==> src/rtl/fir_coeff_loader.sv <==
// -----------------------------------------------------------------------------
// fir_coeff_loader
//
// Coefficient-programming master for the reconfigurable transposed FIR filter.
// Host taps arrive over a valid/ready handshake. Each tap becomes one write
// strobe on the coefficient-update bus. Slots above the requested count are
// written with zero, so every coefficient slot is rewritten on each update.
//
// Ports
//   iClk_12M           system clock (12 MHz)
//   iRsn               asynchronous, active-high reset
//   iStart             one-cycle update request, sampled only when idle
//   iNumOfCoeff[5:0]   number of host-supplied taps (legal 1..NUM_TAPS)
//   iCoeffValid        host tap valid
//   iCoeffData[15:0]   host tap value (signed, passed through untouched)
//   oCoeffReady        loader accepts a tap this cycle
//   oCoeffiUpdateFlag  update in progress (to filter iCoeffiUpdateFlag)
//   oCsnRam, oWrnRam   active-low chip select / write enable
//   oAddrRam[3:0]      slot address within the bank, 1..BANK_DEPTH
//   oBank[1:0]         bank index of the current write (monitoring)
//   oWrDtRam[15:0]     write data
//   oNumOfCoeff[5:0]   tap count of the last completed update
//   oBusy              high whenever not idle
//   oDone              one-cycle pulse when an update completes
//   oErr               one-cycle pulse on a start with an illegal count
//
// All outputs are registered: each output register is loaded from the state
// being entered, so it is valid in the same cycle as that state.
// -----------------------------------------------------------------------------
module fir_coeff_loader #(
    parameter int NUM_TAPS   = 33,
    parameter int BANK_DEPTH = 10
) (
    input  logic        iClk_12M,
    input  logic        iRsn,
    input  logic        iStart,
    input  logic [5:0]  iNumOfCoeff,
    input  logic        iCoeffValid,
    input  logic [15:0] iCoeffData,
    output logic        oCoeffReady,
    output logic        oCoeffiUpdateFlag,
    output logic        oCsnRam,
    output logic        oWrnRam,
    output logic [3:0]  oAddrRam,
    output logic [1:0]  oBank,
    output logic [15:0] oWrDtRam,
    output logic [5:0]  oNumOfCoeff,
    output logic        oBusy,
    output logic        oDone,
    output logic        oErr
);

    localparam logic [2:0] IDLE      = 3'd0;
    localparam logic [2:0] WAIT_DATA = 3'd1;
    localparam logic [2:0] WRITE     = 3'd2;
    localparam logic [2:0] GAP       = 3'd3;
    localparam logic [2:0] FILL      = 3'd4;
    localparam logic [2:0] DONE      = 3'd5;

    localparam logic [5:0] NUM_TAPS_W   = 6'(NUM_TAPS);
    localparam logic [3:0] BANK_DEPTH_W = 4'(BANK_DEPTH);

    logic [2:0] state;
    logic [2:0] stateNext;

    logic [5:0] numLatched;   // N of the update in progress
    logic [5:0] slotIdx;      // k, 1-based slot index
    // Bank/address of slot k, tracked incrementally instead of dividing k.
    logic [1:0] slotBank;
    logic [3:0] slotAddr;

    logic [5:0] slotIdxInc;
    logic [1:0] slotBankInc;
    logic [3:0] slotAddrInc;

    logic startLegal;
    logic startIllegal;
    logic strobeNext;

    always_comb begin
        // NOTE: every signal written here gets a default first so no path
        // leaves it unassigned, which would otherwise infer a latch.
        slotIdxInc  = slotIdx + 6'd1;
        slotBankInc = slotBank;
        slotAddrInc = slotAddr + 4'd1;
        if (slotAddr == BANK_DEPTH_W) begin
            slotAddrInc = 4'd1;
            slotBankInc = slotBank + 2'd1;
        end
    end

    assign startLegal   = iStart && (iNumOfCoeff != 6'd0) && (iNumOfCoeff <= NUM_TAPS_W);
    assign startIllegal = iStart && !startLegal;

    always_comb begin
        stateNext = state;
        case (state)
            IDLE:      if (startLegal) stateNext = WAIT_DATA;
            // oCoeffReady is high exactly in WAIT_DATA, so valid alone
            // completes the handshake here.
            WAIT_DATA: if (iCoeffValid) stateNext = WRITE;
            WRITE:     stateNext = GAP;
            GAP: begin
                if (slotIdxInc <= numLatched)      stateNext = WAIT_DATA;
                else if (slotIdxInc <= NUM_TAPS_W) stateNext = FILL;
                else                               stateNext = DONE;
            end
            FILL:      stateNext = GAP;
            DONE:      stateNext = IDLE;
            default:   stateNext = IDLE;
        endcase
    end

    assign strobeNext = (stateNext == WRITE) || (stateNext == FILL);

    always_ff @(posedge iClk_12M or posedge iRsn) begin
        if (iRsn) begin
            state             <= IDLE;
            numLatched        <= 6'd0;
            slotIdx           <= 6'd0;
            slotBank          <= 2'd0;
            slotAddr          <= 4'd0;
            oCoeffReady       <= 1'b0;
            oCoeffiUpdateFlag <= 1'b0;
            oCsnRam           <= 1'b1;
            oWrnRam           <= 1'b1;
            oAddrRam          <= 4'd0;
            oBank             <= 2'd0;
            oWrDtRam          <= 16'd0;
            oNumOfCoeff       <= 6'd0;
            oBusy             <= 1'b0;
            oDone             <= 1'b0;
            oErr              <= 1'b0;
        end else begin
            // NOTE: non-blocking assignments throughout, so every register
            // sees the pre-edge value of the others regardless of order.
            state             <= stateNext;
            oCoeffReady       <= (stateNext == WAIT_DATA);
            oCoeffiUpdateFlag <= (stateNext != IDLE) && (stateNext != DONE);
            oBusy             <= (stateNext != IDLE);
            oDone             <= (stateNext == DONE);
            oErr              <= (state == IDLE) && startIllegal;
            oCsnRam           <= !strobeNext;
            oWrnRam           <= !strobeNext;

            case (state)
                IDLE: begin
                    if (startLegal) begin
                        numLatched <= iNumOfCoeff;
                        slotIdx    <= 6'd1;
                        slotBank   <= 2'd0;
                        slotAddr   <= 4'd1;
                    end
                end
                WAIT_DATA: begin
                    // The data register itself holds the accepted tap.
                    if (iCoeffValid) begin
                        oBank    <= slotBank;
                        oAddrRam <= slotAddr;
                        oWrDtRam <= iCoeffData;
                    end
                end
                GAP: begin
                    slotIdx  <= slotIdxInc;
                    slotBank <= slotBankInc;
                    slotAddr <= slotAddrInc;
                    if (stateNext == FILL) begin
                        oBank    <= slotBankInc;
                        oAddrRam <= slotAddrInc;
                        oWrDtRam <= 16'd0;
                    end
                    // Published on entry to DONE so it is valid with oDone.
                    if (stateNext == DONE) begin
                        oNumOfCoeff <= numLatched;
                    end
                end
                default: ;
            endcase
        end
    end

endmodule

==> config.mk <==
export PLATFORM = sky130hd
export DESIGN_NAME = fir_coeff_loader
export DESIGN_NICKNAME = d
export VERILOG_FILES = /design/src/rtl/fir_coeff_loader.sv
export SDC_FILE = /design/constraint.sdc
export NUM_CORES = 1
export LEC_CHECK = 0
export ABC_CLOCK_PERIOD_IN_PS = 5500
export BUFFER_PORTS_ARGS = -buffer_cell sky130_fd_sc_hd__buf_2
export CORE_MARGIN = 5
export CORE_UTILIZATION = 35
export CTS_BUF_LIST = sky130_fd_sc_hd__clkbuf_8
export DETAILED_ROUTE_END_ITERATION = 6
export HOLD_SLACK_MARGIN = 0.05
export SLEW_MARGIN = 0
export SYNTH_ARGS = -nofsm -noshare
export SYNTH_HDL_FRONTEND = slang
export SYNTH_SLANG_ARGS = --single-unit
==> constraint.sdc <==
create_clock -name iClk_12M -period 5.5 [get_ports iClk_12M]
set_clock_uncertainty 0.1 [all_clocks]
set_input_delay 0.275 -clock iClk_12M [delete_from_list [all_inputs] [get_ports iClk_12M]]
set_output_delay 0.275 -clock iClk_12M [all_outputs]
set_load 0.02 [all_outputs]
== After elaboration in Yosys (flattened, before gate mapping) ==
Cells that the tools add are included.
W data, S select, Z words.
Operators by class
  add/subtract/negate cells: 3
  magnitude comparators: 3
  eq/ne operators: 13
  multiplexer cells: 22
  reduce and logical (&&, ||, !) cells: 18
Operators with widths (number)
  $mux W16: 2
  $pmux W16 S2: 1
  $mux W4: 4
  $pmux W4 S2: 2
  $le A6 B6 Y1 const B: 2
  $pmux W3 S4: 1
  $pmux W6 S2: 1
  $eq A3 B2 Y1 const B: 3
  $eq A3 B3 Y1 const B: 3
  $mux W3: 3
  $mux W2: 4
  $pmux W2 S2: 2
  $add A6 B1 Y6 const B: 1
  $eq A3 B1 Y1 const B: 2
  $le A6 B6 Y1: 1
  $mux W6: 1
  $ne A2 B2 Y1 const B: 3
  $reduce_and A2 Y1: 3
  $reduce_bool A6 Y1: 1
  $logic_and A1 B1 Y1: 5
  $add A4 B1 Y4 const B: 1
  $eq A4 B4 Y1 const B: 1
  $reduce_bool A2 Y1: 2
  $logic_not A3 Y1: 1
  8 further kinds: 9
Word-level totals
  register bits: 55
  output and inout port bits: 35
  word-level logic and storage cells: 74

== Depth between registers and ports, before layout ==
  depth in word-level cells: 8
  gate-level depth with buffers: 10

== Least setup slack after synthesis ==
Ideal clock, no wire load.
  kind: reg-to-reg
  start point: register slotIdx[2]
  end point: register oAddrRam[1]
  setup time: 0.125 ns
  arrival time: 2.678 ns
  data required time: 5.275 ns
  slack: 2.598 ns
  cell stages (with the launch flop): 10
  path through: dfrtp_1 and3_1 and3_2 xnor2_1 inv_1 ha_1 nor3b_1 o32ai_4 o31ai_4 mux2_2
On the way
  longest elaborated chain between the ends: 8
  elaborated cells between the ends (all ways): 9
  classes of those cells: add/sub (1); order compare (2); eq/ne (2); mux (3); reduce/logical (1)
RTL lines
  start: declaration: line 67  | logic [5:0] slotIdx;
  start signal: assignment: line 164  | slotIdx <= slotIdxInc;
  $add A6 B1 Y6 (*): line 83  | slotIdxInc = slotIdx + 6'd1;
  $le A6 B6 Y1: line 105  | else if (slotIdxInc <= NUM_TAPS_W) stateNext = FILL;
  $mux W1: line 105
  $mux W3 (*): line 104  | if (slotIdxInc <= numLatched) stateNext = WAIT_DATA;
  $pmux W3 S4 (*): line 97  | case (state)
  $eq A3 B3 Y1 (*): line 167  | if (stateNext == FILL) begin
  $ne A2 B2 Y1 (no line) (*)
  $reduce_and A3 Y1 (no line) (*)
  end signal: assignment: line 159  | oAddrRam <= slotAddr;
  end signal: assignment: line 169  | oAddrRam <= slotAddrInc;
  end: declaration: line 44  | output logic [3:0] oAddrRam,
Every way passes the cells marked *; elsewhere a longest branch is shown, timed or not.
A chain may end at the register's enable or synchronous reset.

== Final worst setup path ==
  start point: register slotIdx[2]
  end point: register oWrDtRam[11]
On the way
  longest elaborated chain between the ends: 8
  elaborated cells between the ends (all ways): 9
  classes of those cells: add/sub (1); order compare (2); eq/ne (2); mux (3); reduce/logical (1)
RTL lines
  $add A6 B1 Y6 (*): line 83
  $le A6 B6 Y1: line 105
  $mux W1: line 105
  $mux W3 (*): line 104
  $pmux W3 S4 (*): line 97
  $eq A3 B3 Y1 (*): line 167
  $ne A2 B2 Y1 (no line) (*)
  $reduce_and A3 Y1 (no line) (*)
  end signal: assignment: line 160  | oWrDtRam <= iCoeffData;
  end: declaration: line 46  | output logic [15:0] oWrDtRam,
Marks and branches as above.

==> impl_metrics.yaml <==
setup_path:
  crit_buf_inv: 1
  crit_type: "reg2reg"
  crit_fanout: 16
  endpoint: "oWrDtRam[11]$_DFFE_PP0P_"
  crit_family: "simple AND/OR/NAND/NOR gates"
  cp.arrival_ps: 3330
  cp-end-kind: "flip-flop"
  cp_slowest_stage_delay_ps: 670
  required_ps: 5560
  crit_cells: 9
  crit_chain: "and3_1 -> and3_2 -> xnor2_1 -> inv_1 -> ha_1 -> nor3b_1 -> o32ai_4 -> nor3_2 -> o21ai_0"
  startpoint: "slotIdx[2]$_DFFE_PP0P_"
  rr_worst_depth: 9
  startpoint_type: "flip-flop"
  worstReg2RegEnd: "oWrDtRam[11]$_DFFE_PP0P_"
  reg2reg_slack_ps: 2230
  worstReg2RegStart: "slotIdx[2]$_DFFE_PP0P_"
  slowest_stage: "nor3_2"
timing:
  worst_pin_slew_ps: 1030
  slew_headroom_pct: 30.8
  tns_ps: 0
  min_period_ps: 3270
  finalHoldViolCount: 0
  fmaxAchievable_ghz: 0.306
  drv_slew: 0
  setup_viol: 0
  rsz0062_at_grt: "no"
  period_share_pct: 59.5
pwr:
  seqPwrFrac_pct: 40.4
  peakVddDrop_v: 0.000162
  intPower_mw: 0.939
  finalPower_mw: 1.67
  combinationalPowerShare_pct: 46.4
  clockPowerShare_pct: 13.2
  cellPowerDensity_nw_per_um2: 526
  switchingPower_mw: 0.728
  power.switching_fraction_pct: 43.7
  leakage_nw: 1.54
route:
  remaining_drc_errors: 0
  via_per_inst: 4.84
  drtAntennaViolNets: 0
  totalWireLength_um: 5560
  num_vias: 2076
  firstDrtPassIters: 4
  post_drt_wl_per_cell_um: 13.0
  drtIter0Drc: 92
grt:
  grt_pass1_vias: 2047
  antenna_found_initial: 0
  use_met3_pct: 3.16
  grt_max_degree: 56
  met2_usage_pct: 19.8
  use_met1_pct: 15.5
  grt_pass1_wl_um: 9660
  grtUsageTotal_pct: 12.1
  grt-ovfl-total: 0
  grt.busiest_layer: "met2"
logic_synthesis:
  synth-edff-count: 0
  synth_compound_area_share_pct: 15.6
  seq_area_frac_synth_pct: 51.2
  avgSynthCellArea_sq_um: 9.94
  synth_ff_type: "dfrtp_1"
  synth_fp_nets: 304
  synth.distinct_cells: 48
  synthArstFlopShare_pct: 100
  muxShareOfSynthArea_pct: 6.23
  synth-simple-area-share_pct: 17.0
  synth-xor-area-share_pct: 3.25
  synthAdderAreaFrac_pct: 3.25
  ys_warn_count: 0
  synth_top_family_by_area: "simple AND/OR/NAND/NOR gates"
  synth_area_sq_um: 2690
  syn_inst: 271
  ys_ff_latch: 55
clocking:
  cts_tree: "done"
  postCtsSetupBuffers: 0
  clock-root-buffer: "clkbuf_8"
  cts_hold_buf: 0
  clock-sinks: 55
  cts_max_path_buffers: 2
  path_clk_slew_ps: 100
  htree_levels: 2
  cts_buffers: 5
  cts_resized: 0
  clock_latency_ps: 310
die:
  initial_core_util_pct: 35.4
  die_x_um: 97.7
  dieArea_sq_um: 9550
  ios: 61
  die_h_um: 97.7
  coreArea_sq_um: 7610
  placementRows: 32
final_layout:
  area_growth_pct: 17.7
  antenna_cells: 0
  final_cell_area_sq_um: 3170
  final_layout_size_suffix_gt1_share_pct: 28.7
  nets: 359
placement:
  gp_congestion: 0.762
  dp_hpwl_um: 3970
  io_buffers: 60
  dpl_cell_area_sq_um: 3080
flow_run:
  drv_cap: 0
outcome:
  status: "finished clean"
worst_hold_path:
  hp-class: "in2async"
==> cells in the mapped netlist (all sizes together), types with 4 or more instances <==
library cell,n,area (sq um)
nand2,55,206
dfrtp,54,1350
o21ai,43,215
mux2,14,158
clkbuf,11,41.3
inv,11,41.3
nor2,10,37.5
ha,7,87.6
a21oi,6,30.0
xnor2,5,43.8
xor2,5,43.8
nand3,4,20.0
nor3,4,25.0
==> worst min-delay path by stage <==
stage                        start                        end  cells past startpoint
global route         iCoeffData[0]    oWrDtRam[0]$_DFFE_PP0P_                      3
global placement     iCoeffData[4]    oWrDtRam[4]$_DFFE_PP0P_                      3
CTS                  iCoeffData[0]    oWrDtRam[0]$_DFFE_PP0P_                      3
finish                        iRsn    slotAddr[3]$_DFFE_PP0P_                      3
floorplan           iNumOfCoeff[1]  numLatched[1]$_DFFE_PP0P_                      2
detailed placement   iCoeffData[9]    oWrDtRam[9]$_DFFE_PP0P_                      3
==> power groups by stage <==
stage               registers [mW]  logic (mW)  clock network (mW)
CTS                          0.674       0.790               0.230
floorplan                    0.734       0.520                   0
detailed placement           0.683       0.788                   0
global route                 0.698       0.877               0.245
global placement             0.676       0.772                   0
finish                       0.673       0.773               0.220
==> worst min-delay path, delay by kind of cell <==
family   cells  cell delay, ps
buf+inv      3             660
==> per-stage QoR <==
| stage | cells | setup slack [ps] | util (%) | hold WS, ps |
|---|---|---|---|---|
| CTS | 429 | 2150 | 41.7 | 61.2 |
| global route | 429 | 2000 | 41.7 | 62.6 |
| finish | 429 | 2230 | 41.7 | 35.3 |
| global placement | 421 | 2280 | 40.5 | 379 |
| floorplan | 271 | 2600 | - | 292 |
| detailed placement | 421 | 2160 | 40.5 | 386 |
==> layer usage <==
metal	up-vias	share of wire [%]	wire length, um
li1	1036	-	-
met4	0	1.3	70
met2	50	48	2650
met3	7	5.4	300
met1	983	46	2540
met5	-	0	0
==> final cells by class <==
type                            instances  area [sq um]
Multi-Input combinational cell        192          1230
Clock buffer                            5          68.8
Sequential cell                        55          1380
Fill cell                             766          4440
Timing Repair Buffer                   61           308
Tap cell                              102           128
Clock inverter                          3          20.0
Inverter                               11          41.3
==> registers in the layout (all words and copies together), names as in the netlist <==
| name | count |
|---|---|
| oWrDtRam | 16 |
| numLatched | 6 |
| oNumOfCoeff | 6 |
| slotIdx | 6 |
| oAddrRam | 4 |
| slotAddr | 4 |
| state | 3 |
| oBank | 2 |
| slotBank | 2 |
| oBusy | 1 |
| oCoeffReady | 1 |
| oCoeffiUpdateFlag | 1 |
| oDone | 1 |
| oErr | 1 |
| oWrnRam | 1 |
==> cells by family after synthesis <==
| kind of cell | count (synthesis) |
|---|---|
| mux | 15 |
| compound gates | 65 |
| flops | 55 |
| simple gates | 95 |
| buf+inv | 24 |
| xor+xnor | 10 |
| fa+ha+maj | 7 |
==> placed cells by master, fill, tap and decap left out, types with 2 or more instances in the layout <==
master and count:
clkbuf_8 5, o21ai_0 43, xnor2_1 5, nor3_2 2, nand2b_1 3, xor2_1 5
nor2b_1 2, nand4_1 2, ha_1 7, nand2_1 55, a21oi_1 6, nand3b_1 2
inv_1 10, a22o_1 2, buf_2 60, dfrtp_1 54, clkinvlp_4 2, nand3_1 4
o211ai_1 3, nor2_1 10, mux2_2 14, nor3_1 2
Power figures use the tool's default switching activity.
